--- src/rtl/eth_pkg.sv ---
// Shared types and width helpers for the ethernet_sender TX port arbiter.
package eth_pkg;

  typedef enum logic {
    IDLE = 1'b0,
    OWN  = 1'b1
  } eth_tx_state_e;

  localparam int unsigned eth_mtu_default_lp = 2048;

  function automatic int unsigned eth_addr_width(input int unsigned mtu);
    return $clog2(mtu);
  endfunction

  function automatic int unsigned eth_size_width(input int unsigned mtu);
    return $clog2(mtu + 1);
  endfunction

  // Width of the log2(bytes) data size code for a given data bus width.
  function automatic int unsigned eth_dsize_width(input int unsigned data_width);
    return $clog2($clog2(data_width / 8) + 1);
  endfunction

  localparam int unsigned eth_addr_width_default_lp = eth_addr_width(eth_mtu_default_lp);
  localparam int unsigned eth_size_width_default_lp = eth_size_width(eth_mtu_default_lp);

endpackage

--- src/rtl/eth_tx_rr_arb.sv ---
// Round-robin picker: first requester at or after the pointer wins, pointer advances past it.
module eth_tx_rr_arb #(
  parameter  int unsigned num_req_p    = 2,
  localparam int unsigned ptr_width_lp = (num_req_p > 1) ? $clog2(num_req_p) : 1
) (
  input  logic [num_req_p-1:0]    i_req,
  input  logic [ptr_width_lp-1:0] i_ptr,
  input  logic                    i_en,
  output logic [num_req_p-1:0]    o_grant_c,
  output logic [ptr_width_lp-1:0] o_next_ptr_c,
  output logic                    o_valid_c
);

  always_comb begin
    int unsigned idx;
    idx          = 0;
    o_grant_c    = '0;
    o_next_ptr_c = i_ptr;
    o_valid_c    = 1'b0;
    for (int unsigned k = 0; k < num_req_p; k++) begin
      idx = (32'(i_ptr) + k) % num_req_p;
      if (i_en && !o_valid_c && i_req[ptr_width_lp'(idx)]) begin
        o_valid_c                        = 1'b1;
        o_grant_c[ptr_width_lp'(idx)]    = 1'b1;
        o_next_ptr_c                     = ptr_width_lp'((idx + 1) % num_req_p);
      end
    end
  end

endmodule

--- src/rtl/ethernet_tx_arbiter.sv ---
// Shares the ethernet_sender packet write port among several requesters, one whole
// packet per grant, round-robin, with a watchdog that revokes a stalled owner.
module ethernet_tx_arbiter
  import eth_pkg::*;
#(
  parameter  int unsigned num_req_p      = 2,
  parameter  int unsigned data_width_p   = 32,
  parameter  int unsigned eth_mtu_p      = 2048,
  parameter  int unsigned timeout_p      = 1024,
  localparam int unsigned addr_width_lp  = eth_addr_width(eth_mtu_p),
  localparam int unsigned size_width_lp  = eth_size_width(eth_mtu_p),
  localparam int unsigned dsize_width_lp = eth_dsize_width(data_width_p)
) (
  input  logic                                clk_i,
  input  logic                                reset_n_i,
  input  logic [num_req_p-1:0]                req_v_i,
  output logic [num_req_p-1:0]                grant_o,
  input  logic [num_req_p-1:0]                req_wsize_valid_i,
  input  logic [num_req_p*size_width_lp-1:0]  req_wsize_i,
  input  logic [num_req_p-1:0]                req_wvalid_i,
  input  logic [num_req_p*addr_width_lp-1:0]  req_waddr_i,
  input  logic [num_req_p*data_width_p-1:0]   req_wdata_i,
  input  logic [num_req_p*dsize_width_lp-1:0] req_wdata_size_i,
  input  logic [num_req_p-1:0]                req_send_i,
  input  logic                                packet_req_i,
  output logic                                packet_wsize_valid_o,
  output logic [size_width_lp-1:0]            packet_wsize_o,
  output logic                                packet_wvalid_o,
  output logic [addr_width_lp-1:0]            packet_waddr_o,
  output logic [data_width_p-1:0]             packet_wdata_o,
  output logic [dsize_width_lp-1:0]           packet_wdata_size_o,
  output logic                                packet_send_o,
  output logic                                abort_o,
  output logic [15:0]                         sent_count_o
);

  localparam int unsigned ptr_width_lp = (num_req_p > 1) ? $clog2(num_req_p) : 1;
  localparam int unsigned wd_width_lp  = $clog2(timeout_p);

  eth_tx_state_e             r_state, w_state_nxt;
  logic [num_req_p-1:0]      r_grant, w_grant_nxt;
  logic [ptr_width_lp-1:0]   r_ptr, w_ptr_nxt;
  logic [wd_width_lp-1:0]    r_wdog, w_wdog_nxt;
  logic                      r_abort, w_abort_nxt;
  logic [15:0]               r_sent_count;
  logic                      w_sent_inc;

  logic                      w_arb_en, w_arb_valid;
  logic [num_req_p-1:0]      w_arb_grant;
  logic [ptr_width_lp-1:0]   w_arb_next_ptr;

  logic                      w_own;
  logic                      w_g_req_v, w_g_wsize_v, w_g_wvalid, w_g_send;
  logic [size_width_lp-1:0]  w_g_wsize;
  logic [addr_width_lp-1:0]  w_g_waddr;
  logic [data_width_p-1:0]   w_g_wdata;
  logic [dsize_width_lp-1:0] w_g_dsize;
  logic [num_req_p-1:0]      w_req_strobe;

  eth_tx_rr_arb #(.num_req_p(num_req_p)) u_rr_arb (
    .i_req        (req_v_i),
    .i_ptr        (r_ptr),
    .i_en         (w_arb_en),
    .o_grant_c    (w_arb_grant),
    .o_next_ptr_c (w_arb_next_ptr),
    .o_valid_c    (w_arb_valid)
  );

  assign w_own        = (r_state == OWN);
  assign w_g_req_v    = |(req_v_i & r_grant);
  assign w_g_wsize_v  = |(req_wsize_valid_i & r_grant);
  assign w_g_wvalid   = |(req_wvalid_i & r_grant);
  assign w_g_send     = |(req_send_i & r_grant);
  assign w_req_strobe = req_wsize_valid_i | req_wvalid_i | req_send_i;

  // AND-OR select of the grantee's payload; zero whenever no grant is held.
  always_comb begin
    w_g_wsize = '0;
    w_g_waddr = '0;
    w_g_wdata = '0;
    w_g_dsize = '0;
    for (int unsigned r = 0; r < num_req_p; r++) begin
      w_g_wsize = w_g_wsize | (req_wsize_i[r*size_width_lp +: size_width_lp] & {size_width_lp{r_grant[r]}});
      w_g_waddr = w_g_waddr | (req_waddr_i[r*addr_width_lp +: addr_width_lp] & {addr_width_lp{r_grant[r]}});
      w_g_wdata = w_g_wdata | (req_wdata_i[r*data_width_p +: data_width_p] & {data_width_p{r_grant[r]}});
      w_g_dsize = w_g_dsize | (req_wdata_size_i[r*dsize_width_lp +: dsize_width_lp] & {dsize_width_lp{r_grant[r]}});
    end
  end

  assign packet_wsize_valid_o = w_own & w_g_wsize_v & packet_req_i;
  assign packet_wvalid_o      = w_own & w_g_wvalid & packet_req_i;
  assign packet_send_o        = w_own & w_g_send & packet_req_i;
  assign packet_wsize_o       = w_own ? w_g_wsize : '0;
  assign packet_waddr_o       = w_own ? w_g_waddr : '0;
  assign packet_wdata_o       = w_own ? w_g_wdata : '0;
  assign packet_wdata_size_o  = w_own ? w_g_dsize : '0;

  always_comb begin
    w_state_nxt = r_state;
    w_grant_nxt = r_grant;
    w_ptr_nxt   = r_ptr;
    w_wdog_nxt  = r_wdog;
    w_abort_nxt = 1'b0;
    w_sent_inc  = 1'b0;
    w_arb_en    = 1'b0;
    case (r_state)
      IDLE: begin
        w_arb_en = packet_req_i;
        if (w_arb_valid) begin
          w_state_nxt = OWN;
          w_grant_nxt = w_arb_grant;
          w_ptr_nxt   = w_arb_next_ptr;
          w_wdog_nxt  = '0;
        end
      end
      OWN: begin
        // Send beats both a dropped request and an expiring watchdog.
        if (packet_send_o) begin
          w_state_nxt = IDLE;
          w_grant_nxt = '0;
          w_wdog_nxt  = '0;
          w_sent_inc  = 1'b1;
        end else if (!w_g_req_v || (r_wdog == wd_width_lp'(timeout_p - 1))) begin
          w_state_nxt = IDLE;
          w_grant_nxt = '0;
          w_wdog_nxt  = '0;
          w_abort_nxt = 1'b1;
        end else if (packet_wsize_valid_o || packet_wvalid_o) begin
          w_wdog_nxt  = '0;
        end else begin
          w_wdog_nxt  = r_wdog + wd_width_lp'(1);
        end
      end
      default: begin
        w_state_nxt = IDLE;
        w_grant_nxt = '0;
      end
    endcase
  end

  always_ff @(posedge clk_i or negedge reset_n_i) begin
    if (!reset_n_i) begin
      r_state      <= IDLE;
      r_grant      <= '0;
      r_ptr        <= '0;
      r_wdog       <= '0;
      r_abort      <= 1'b0;
      r_sent_count <= '0;
    end else begin
      r_state      <= w_state_nxt;
      r_grant      <= w_grant_nxt;
      r_ptr        <= w_ptr_nxt;
      r_wdog       <= w_wdog_nxt;
      r_abort      <= w_abort_nxt;
      r_sent_count <= r_sent_count + 16'(w_sent_inc);
    end
  end

  assign grant_o      = r_grant;
  assign abort_o      = r_abort;
  assign sent_count_o = r_sent_count;

  a_grant_onehot0: assert property (@(posedge clk_i) disable iff (!reset_n_i)
    $onehot0(r_grant))
    else $error("grant_o is not one-hot");

  a_foreign_strobe: assert property (@(posedge clk_i) disable iff (!reset_n_i)
    !(w_own && |(w_req_strobe & ~r_grant)))
    else $error("non-grantee strobe while the port is owned");

  a_masked_strobe: assert property (@(posedge clk_i) disable iff (!reset_n_i)
    !(w_own && |(w_req_strobe & r_grant) && !packet_req_i))
    else $error("grantee strobe while packet_req_i is low");

endmodule

--- config.mk ---
export PLATFORM = sky130hd
export DESIGN_NAME = ethernet_tx_arbiter
export DESIGN_NICKNAME = d
export VERILOG_FILES = /design/src/rtl/eth_pkg.sv /design/src/rtl/eth_tx_rr_arb.sv /design/src/rtl/ethernet_tx_arbiter.sv
export SDC_FILE = /design/constraint.sdc
export NUM_CORES = 1
export LEC_CHECK = 0
export ABC_AREA = 1
export CORE_AREA = 2 2 80 82
export CTS_CLUSTER_SIZE = 16
export DETAILED_ROUTE_END_ITERATION = 12
export DIE_AREA = 0 0 82 84
export DONT_BUFFER_PORTS = 1
export PLACE_DENSITY = 0.54
export SETUP_SLACK_MARGIN = 0.4
export SLEW_MARGIN = 20
export SYNTH_ARGS = -nofsm -noshare
export SYNTH_HDL_FRONTEND = slang
export SYNTH_SLANG_ARGS = --single-unit
--- constraint.sdc ---
create_clock -name clk_i -period 3.43 [get_ports clk_i]
set_clock_uncertainty 0.05 [all_clocks]
set_input_delay 0.686 -clock clk_i [delete_from_list [all_inputs] [get_ports clk_i]]
set_output_delay 0.686 -clock clk_i [all_outputs]
set_load 0.01 [all_outputs]
# After elaboration in Yosys (flattened, before gate mapping)

Index checks and enable logic that the tools add are counted.

Bits in registers: 31

Bitwise gates (word level): 24
Reduce and logical (&&, ||, !) cells: 16
Add/subtract/negate cells: 4
Eq/ne operators: 3
Order comparisons: 4
Mux-type cells: 37

Operators with widths:

| operator              | number |
|---|---|
| $and 32x32->32        | 2 |
| $mux 10               | 4 |
| $mux 32               | 1 |
| $or 32x32->32         | 1 |
| $and 12x12->12        | 2 |
| $and 11x11->11        | 2 |
| $pmux 10 s2           | 1 |
| $mux 1                | 19 |
| $add 16x1->16         | 1 |
| $and 2x2->2           | 6 |
| $mux 12               | 1 |
| $mux 2                | 6 |
| $or 12x12->12         | 1 |
| $mux 11               | 1 |
| $or 11x11->11         | 1 |
| $add 10x1->10 const B | 1 |
| $eq 10x10->1 const B  | 1 |
| $reduce_or 2->1       | 4 |
| $and 1x1->1           | 6 |
| $logic_and 1x1->1     | 5 |
| $lt 1x2->1 const B    | 2 |
| $or 2x2->2            | 2 |
| $pmux 2 s2            | 1 |
| $ne 3x2->1 const B    | 1 |
| 11 further kinds      | 16 |

# Longest topological paths before layout

Gate-level depths: netlist of the first run.

Depth in word-level cells: 10
Depth in mapped cells: 12
Depth with buffers taken out: 11

# By module

A second synthesis of the first run with hierarchy kept.

Cell total of the unflattened synthesis: 404
Area, all modules: 2541.2 µm²

Modules (own cells, without submodules):

| module              | area each (µm²) | times used | cells each | seq. area each (µm²) |
|---|---|---|---|---|
| ethernet_tx_arbiter | 2496.1          | 1          | 395        | 775.7 |
| eth_tx_rr_arb       | 45.0            | 1          | 9          | 0.0 |

# Least setup slack after synthesis of the first run

No wires, ideal clock.

Path type: input-to-reg
From: input port packet_req_i
To: register r_sent_count[14] (netlist: sent_count_o[14])
Data required time: 3.301 ns
Setup time: 0.079 ns
Stages on the path: 11
Buffers on the path: 0
Arrival time: 1.810 ns
Setup slack: 1.491 ns
Path through: nand2_1 inv_2 nand2_2 inv_1 ha_1 ha_1 nand2_1 nor2_2 nand3_1 nor2_1 xor2_1

Longest elaborated chain between the ends: 4

Ends and longest elaborated chain:

| what                 | RTL line                   | RTL |
|---|---|---|
| from (decl)          | ethernet_tx_arbiter.sv:25  | `input logic packet_req_i,` |
| $and 1x1->1          | ethernet_tx_arbiter.sv:92  | `assign packet_send_o = w_own & w_g_send & packet_req_i;` |
| $mux 1               | ethernet_tx_arbiter.sv:118 | `if (packet_send_o) begin` |
| $mux 1               | ethernet_tx_arbiter.sv:106 | `case (r_state)` |
| $add 16x1->16        | ethernet_tx_arbiter.sv:155 | `r_sent_count <= r_sent_count + 16'(w_sent_inc);` |
| to (signal assigned) | ethernet_tx_arbiter.sv:155 |  |
| to (decl)            | ethernet_tx_arbiter.sv:45  | `logic [15:0] r_sent_count;` |

Every way passes these cells.
A chain may end at the register's enable or synchronous reset.

# Worst setup path after layout of the first run

From: register r_grant[0] (netlist: grant_o[0])
To: output port packet_wsize_o[11]

Longest elaborated chain between the ends: 3

Ends and longest elaborated chain:

| what                   | RTL line                   | RTL |
|---|---|---|
| from (decl)            | ethernet_tx_arbiter.sv:41  | `logic [num_req_p-1:0] r_grant, w_grant_nxt;` |
| from (signal assigned) | ethernet_tx_arbiter.sv:151 | `r_grant <= w_grant_nxt;` |
| $and 12x12->12         | ethernet_tx_arbiter.sv:83  | `w_g_wsize = w_g_wsize \| (req_wsize_i[r*size_width_lp +: size_width_lp] & {size_width_lp{r_grant[r]}});` |
| $or 12x12->12          | ethernet_tx_arbiter.sv:83  |  |
| $mux 12                | ethernet_tx_arbiter.sv:93  | `assign packet_wsize_o = w_own ? w_g_wsize : '0;` |
| to (decl)              | ethernet_tx_arbiter.sv:27  | `output logic [size_width_lp-1:0] packet_wsize_o,` |

Every way passes these cells.

==> summary.txt, run 1 <==
Run status
  • Status: finished, final reports clean

Synth
  • #FFs+latches synth: 31
  • Synth cell types: 28
  • Register area share after synthesis: a little under a third
  • Area fraction in compound gates after synthesis: 14.0%
  • Synth Area in Adders: 1.50%
  • Syn_area_per_cell: 6.22 µm²
  • Syn Nets: 531
  • Synth Instances: 403
  • Yosys warns: 0
  • Largest family of logic cells by synthesized area: simple AND/OR/NAND/NOR gates
  • Post-Synth XOR/XNOR Area: 5.59%
  • Post-Synth Simple-Gate Area: around 40%
  • Synthesized area: between 2000 and 3000 µm²
  • Post-synthesis mux area share: 0%

Die
  • Die W: between 80 and 90 µm
  • Chip Height: 84 µm
  • Initial Util: between 40% and 50%
  • Core Rows: 29
  • Core ar.: 6100 µm²
  • Ports: 204
  • Full die area: 6890 µm²

STA
  • PnR worst setup slack: 0.828 ns
  • Min Hold Slack: 0.0280 ns
  • Setup TNS: 0 ns
  • Final setup viols: 0
  • Slew Viols, Final: 0
  • Worst slew margin: 35.0%
  • Fmax: 384 MHz
  • Fin. Hold Viols: 0
  • Final worst path period share: between 70% and 80%
  • RSZ-0062 raised after global routing: no
  • Fin crit period: 2.60 ns
  • Worst Tran Pin Value: 0.974 ns

Power and ir drop
  • P_sw: roughly 0.59 mW
  • Pwr/cell area: between 500 and 600 nW/µm²
  • Comb pwr share: between 30% and 40%
  • Clk pwr share: 28.6%
  • Reg power frac: between 30% and 40%
  • Pint: between 0.7 and 0.8 mW
  • Final Power: 1.34 mW
  • Switch share: 43.7%
  • Worst IR Drop VDD: 0.000222 V
  • Static Leak: approximately 1.2 nW

Critical path
  • Critical Path End Type: primary output
  • Type of the worst setup path: reg -> out
  • Critical path startpoint: grant_o[0]
  • Worst Reg-to-Reg Cells: 11
  • Crit start category: register
  • Flop-to-flop setup slack: 1.23 ns
  • Worst EP required: 2.69 ns
  • R2r startpoint: grant_o[0]
  • Critical R2R Capture: sent_count_o[14]
  • Critical Path Fanout Max: 35
  • Worst Path Arrival: ~1.9 ns

Drt
  • Max Used Layer: met4
  • DRC: 0
  • Drt total wl: 7630 µm
  • Routed vias/inst: 5.23
  • Routed via count: 2460
  • Post-route ant nets: 0
  • Wire per inst: approximately 16 µm
  • M1 WL: between 3000 and 4000 µm
  • DR iter-0 viols: about 100
  • WL met2: 3770 µm
  • Drt first pass iters: 5
  • Wire length on met3: 748 µm

Clocking
  • Clock root cell: clkbuf_8
  • CTS max path bufs: 2
  • TritonCTS Buffers: 5
  • Reg clk slew, reported paths: 0.07 ns
  • Post_cts resized: 0
  • Setup Buffers After CTS: 0
  • Clock sink count: 31
  • Cts hold-fix bufs: 0
  • CTS HTree Levels: 2
  • Worst skew pair latency: just under 0.3 ns
  • CTS tree: yes

Job
  • Max-cap violations: 0

Placed design
  • DPL Wire Length: 5930 µm
  • Placed inst area: 2520 µm²
  • Routability Congestion: 0.802
  • PortBufs: 0
  • Placed cells: ~460
  • Post-Place Worst Slack: 1.11 ns

Hold path
  • HP Class: in -> async

Layout
  • P&R area growth vs syn: 5.04%
  • Final Core Density: a little over two fifths
  • Non-Filler Instances: 470
  • Final instance area: 2640 µm²
  • Nets: 520
  • Most common cell after layout, fill and taps aside: nand2_1
  • # diodes: 0
  • Share of cells above drive strength 1: 8.14%
  • Most frequent cells in the layout: 190 x nand2_1, 58 x a21oi_1, 29 x dfrtp_1, 21 x inv_1, 20 x nand3_1

Global route
  • Vias in the first global route: roughly 2.2k
  • Initial antenna violation count: 0
  • Largest net degree at the start of global routing: roughly 60
  • GRT Total Usage: 21.3%
  • Grt ovf: 0
  • First-pass GRT wire length: 11300 µm
## worst max-delay path by stage
stage / cells past startpoint / slack, ns / endpoint
floorplan: 11 / 1.49 / sent_count_o[14]
global placement: 3 / 1.13 / packet_wsize_o[11]
detailed placement: 3 / 1.11 / packet_wsize_o[11]
CTS: 3 / 0.79 / packet_wsize_o[11]
global route: 3 / 0.70 / packet_wsize_o[11]
finish: 3 / 0.83 / packet_wsize_o[11]
## per-layer routing
layer,global-route usage [%],vias up
met1,25.0,1078
met2,36.7,124
met5,0,-
li1,-,1251
met3,8.23,7
met4,3.79,0
## logic make-up (layout without fill, tap and decap cells)
group	count (synthesis)	count (layout)
AO/OA/AOI/OAI	66	66
XOR/XNOR	16	16
adder cells (fa/ha/maj)	3	3
buffers and inverters	46	36
flip-flops	31	31
AND/OR/NAND/NOR	241	241
## synth_stat cells (all sizes together)
cell	number	area, µm²
nand2	195	744
a21oi	59	307
dfrtp	31	776
inv	25	93.8
nand3	22	120
nor2	16	85.1
buf	12	75.1
xor2	9	78.8
clkbuf	8	30.0
xnor2	7	61.3
o21ai	5	25.0
nor3	4	25.0
ha	3	37.5
nand4	3	18.8
o211ai	2	20.0
clkinv	1	3.75
nand3b	1	7.51
## worst max-delay path, cell delays in order, from the launching register on
cell,delay [ns]
dfrtp_2,0.70
buf_4,0.39
nand2_1,0.09
a21oi_1,0.38
## power groups by stage
stage / clock network (mW) / logic, mW / registers [mW]
4_1_cts: 0.396 / 0.460 / 0.505
3_5_place_dp: 0 / 0.459 / 0.511
2_1_floorplan: 0 / 0.450 / 0.451
6_report: 0.385 / 0.455 / 0.505
5_1_grt: 0.415 / 0.519 / 0.519
3_3_place_gp: 0 / 0.454 / 0.509
## state kept, by name, indices dropped and copies added, names as in the netlist
name	flops
sent_count_o	16
r_wdog	10
grant_o	2
abort_o	1
r_ptr	1
r_state	1
## cell type report
type | instances | area [µm²]
Clock buffer | 6 | 82.6
Fill cell | 661 | 3460
Tap cell | 77 | 96.3
Sequential cell | 31 | 778
Inverter | 26 | 97.6
Clock inverter | 2 | 35.0
Multi-Input combinational cell | 326 | 1530
Timing Repair Buffer | 2 | 15.0
Note: power is estimated with default switching activity, not from simulation.
==> run 2: changes to the inputs <==
- PLACE_DENSITY: 0.54 -> 0.56
- clock period: 3.43 -> 2.2 ns (I/O delays scaled with it)
==> run 2 against run 1 <==
  * Register-to-register slack worse by 0.82 ns
  * Worst setup slack lost 0.47 ns
  * Die area unchanged
  * Via count is 17% higher
  * Non-clock buffer count rose by 33
  * Combinational power grew to 3.7 times the previous value
  * Global-route usage is 3.7 points higher
  * Total power is 130% higher
  * Sequential share of layout area fell by 7.7 points
  * Final cell count is 7.2% higher
  * Sequential power is 46% higher
  * Largest cell class unchanged
==> summary.txt, run 2 (synthesis results as in run 1) <==
Placed design
  • Routability Congestion: 0.803
  • Placed cells: 467
  • PortBufs: 0
  • DPL Wire Length: 6130 µm

Layout
  • Share of cells above drive strength 1: between 30% and 40%
  • Fillers: between 500 and 600
  • Most common cell after layout, fill and taps aside: nand2_1
  • # diodes: 0
  • Final Core Density: roughly three fifths
  • Nets: 554
  • FF+latch area: 779 µm²
  • Multi-input logic area: just under 2000 µm²
  • Non-Filler Instances: 504
  • P&R area growth vs syn: 42.4%
  • Max reg flops: 16
  • Most frequent cells in the layout: 169 x nand2_1, 45 x a21oi_2, 28 x dfrtp_1

STA
  • Fin. Hold Viols: 0
  • RSZ-0062 raised after global routing: yes
  • Fmax: approximately 540 MHz
  • Slew Viols, Final: 0
  • Final setup viols: 0
  • Setup TNS: 0 ns
  • Final worst path period share: around 84%
  • Worst Tran Pin Value: 0.359 ns
  • Worst slew margin: approximately 76%
  • Fin crit period: 1.84 ns
  • Min Hold Slack: 0.235 ns

Power and ir drop
  • Switch share: 44.5%
  • Worst IR Drop VDD: roughly 0.00051 V
  • Pwr/cell area: 851 nW/µm²
  • P_sw: 1.35 mW
  • Comb pwr share: between 50% and 60%
  • Reg power frac: 24.2%
  • Pint: 1.69 mW
  • Clk pwr share: 19.7%
  • Static Leak: between 1.5 and 2 nW

Critical path
  • Type of the worst setup path: reg -> out
  • Crit start category: register
  • Critical Path Fanout Max: 8
  • Worst Reg-to-Reg Cells: 12
  • Crit-path most repeated cell: buf_12
  • Critical Path End Type: primary output
  • Worst EP required: 1.71 ns
  • Worst Path Arrival: 1.35 ns
  • CP peak stage delay: 0.38 ns
  • Worst path cell trace: buf_12, buf_12, clkbuf_16, nand2_1, a21oi_2
  • Crit-path slowest cell: dfrtp_2

Drt
  • DRC: 0
  • M1 WL: 4060 µm
  • Drt first pass iters: 4
  • Max Used Layer: met4
  • Wire length on met3: approximately 1000 µm
  • WL met2: about 5000 µm
  • Drt total wl: 10400 µm
  • Routed vias/inst: approximately 5.7
  • Post-route ant nets: 0
  • DR iter-0 viols: 189
  • Wire per inst: 20.6 µm
  • Routed via count: 2869

Clocking
  • CTS max path bufs: 2
  • CTS HTree Levels: 2
  • CTS tree: yes
  • Worst skew pair latency: 0.29 ns
  • Clock sink count: 31
  • Clock root cell: clkbuf_8
  • TritonCTS Buffers: 5
  • Reg clk slew, reported paths: roughly 0.070 ns

Die
  • Core Rows: 29
  • Die W: just over 80 µm
  • Initial Util: 41.2%
  • Core ar.: 6100 µm²
  • Full die area: 6890 µm²
  • Chip Height: 84 µm
  • Ports: 204

Hold path
  • HP Class: in -> reg
  • WHS Path Cells: 2

Run status
  • Status: finished, final reports clean

Global route
  • Grt ovf: 0
  • Initial antenna violation count: 0
  • First-pass GRT wire length: roughly 13000 µm
  • Vias in the first global route: 2495
  • Largest net degree at the start of global routing: 33
  • GRT Total Usage: between 20% and 30%

Job
  • Max-cap violations: 0
## run 2: cell types whose count changed in the layout (fill, tap and decap cells not counted), sizes merged
| cell | change |
|---|---|
| a21oi | +1 |
| dlygate4sd3 | +1 |
| bufbuf | +1 |
| clkbuf | +6 |
| buf | +25 |
## run 2: path summary, 6_finish.rpt
check | from | slack (ns) | end
setup reg to reg | grant_o[1] | 0.41 | sent_count_o[4]
hold reg to reg | sent_count_o[15] | 0.49 | sent_count_o[15]
hold / removal | req_v_i[0] | 0.24 | grant_o[0]
setup / recovery | grant_o[1] | 0.36 | packet_wdata_o[21]
min in group asynchronous | reset_n_i | 0.53 | sent_count_o[13]
max in group asynchronous | reset_n_i | 1.38 | r_state
## run 2: cell type report
cell class              count  share of cell area [%]
flip-flops and latches     31                    21.8
inverters                  26                    2.80
clock buffers               6                    2.31
clock inverters             2                   0.980
multi-input cells         327                    54.1
repair buffers             35                    15.3
well taps                  77                    2.70
## run 2: metrics by stage
step,setup slack [ns],power [mW],instance area (µm²)
4_1_cts,0.365,2.57,3110
6_report,0.358,3.04,3570
5_1_grt,0.332,3.20,3570
3_3_place_gp,0.352,1.59,2590
3_5_place_dp,0.281,1.60,2590
2_1_floorplan,0.430,1.41,2510
## run 2: worst max-delay path: cells and delay by family (launching register included)
family | cells | cell delay (ns)
DFF | 1 | 0.38
AOI/OAI and AO/OA | 1 | 0.19
buffers and inverters | 3 | 0.43
and+or+nand+nor | 1 | 0.06
## run 2: power groups by stage
stage          combinational (mW)  sequential, mW  clock, mW
2_1_floorplan               0.701           0.704          0
3_3_place_gp                0.866           0.723          0
3_5_place_dp                0.872           0.726          0
4_1_cts                      1.23           0.723      0.610
5_1_grt                      1.81           0.743      0.638
6_report                     1.70           0.735      0.600
## run 2: repair_timing
action	CTS	global route
resized for setup	51	57
setup buffers	6	8
endpoints found under the setup margin	53	64
pin swaps	5	43
hold buffers	2	0
hold endpoints to repair	31	0
cloned	4	9
## run 2: layer usage
metal	track usage, %	vias up
met5	0	-
met4	9.85	0
met3	5.74	18
met2	41.2	164
met1	31.0	1355
li1	-	1332
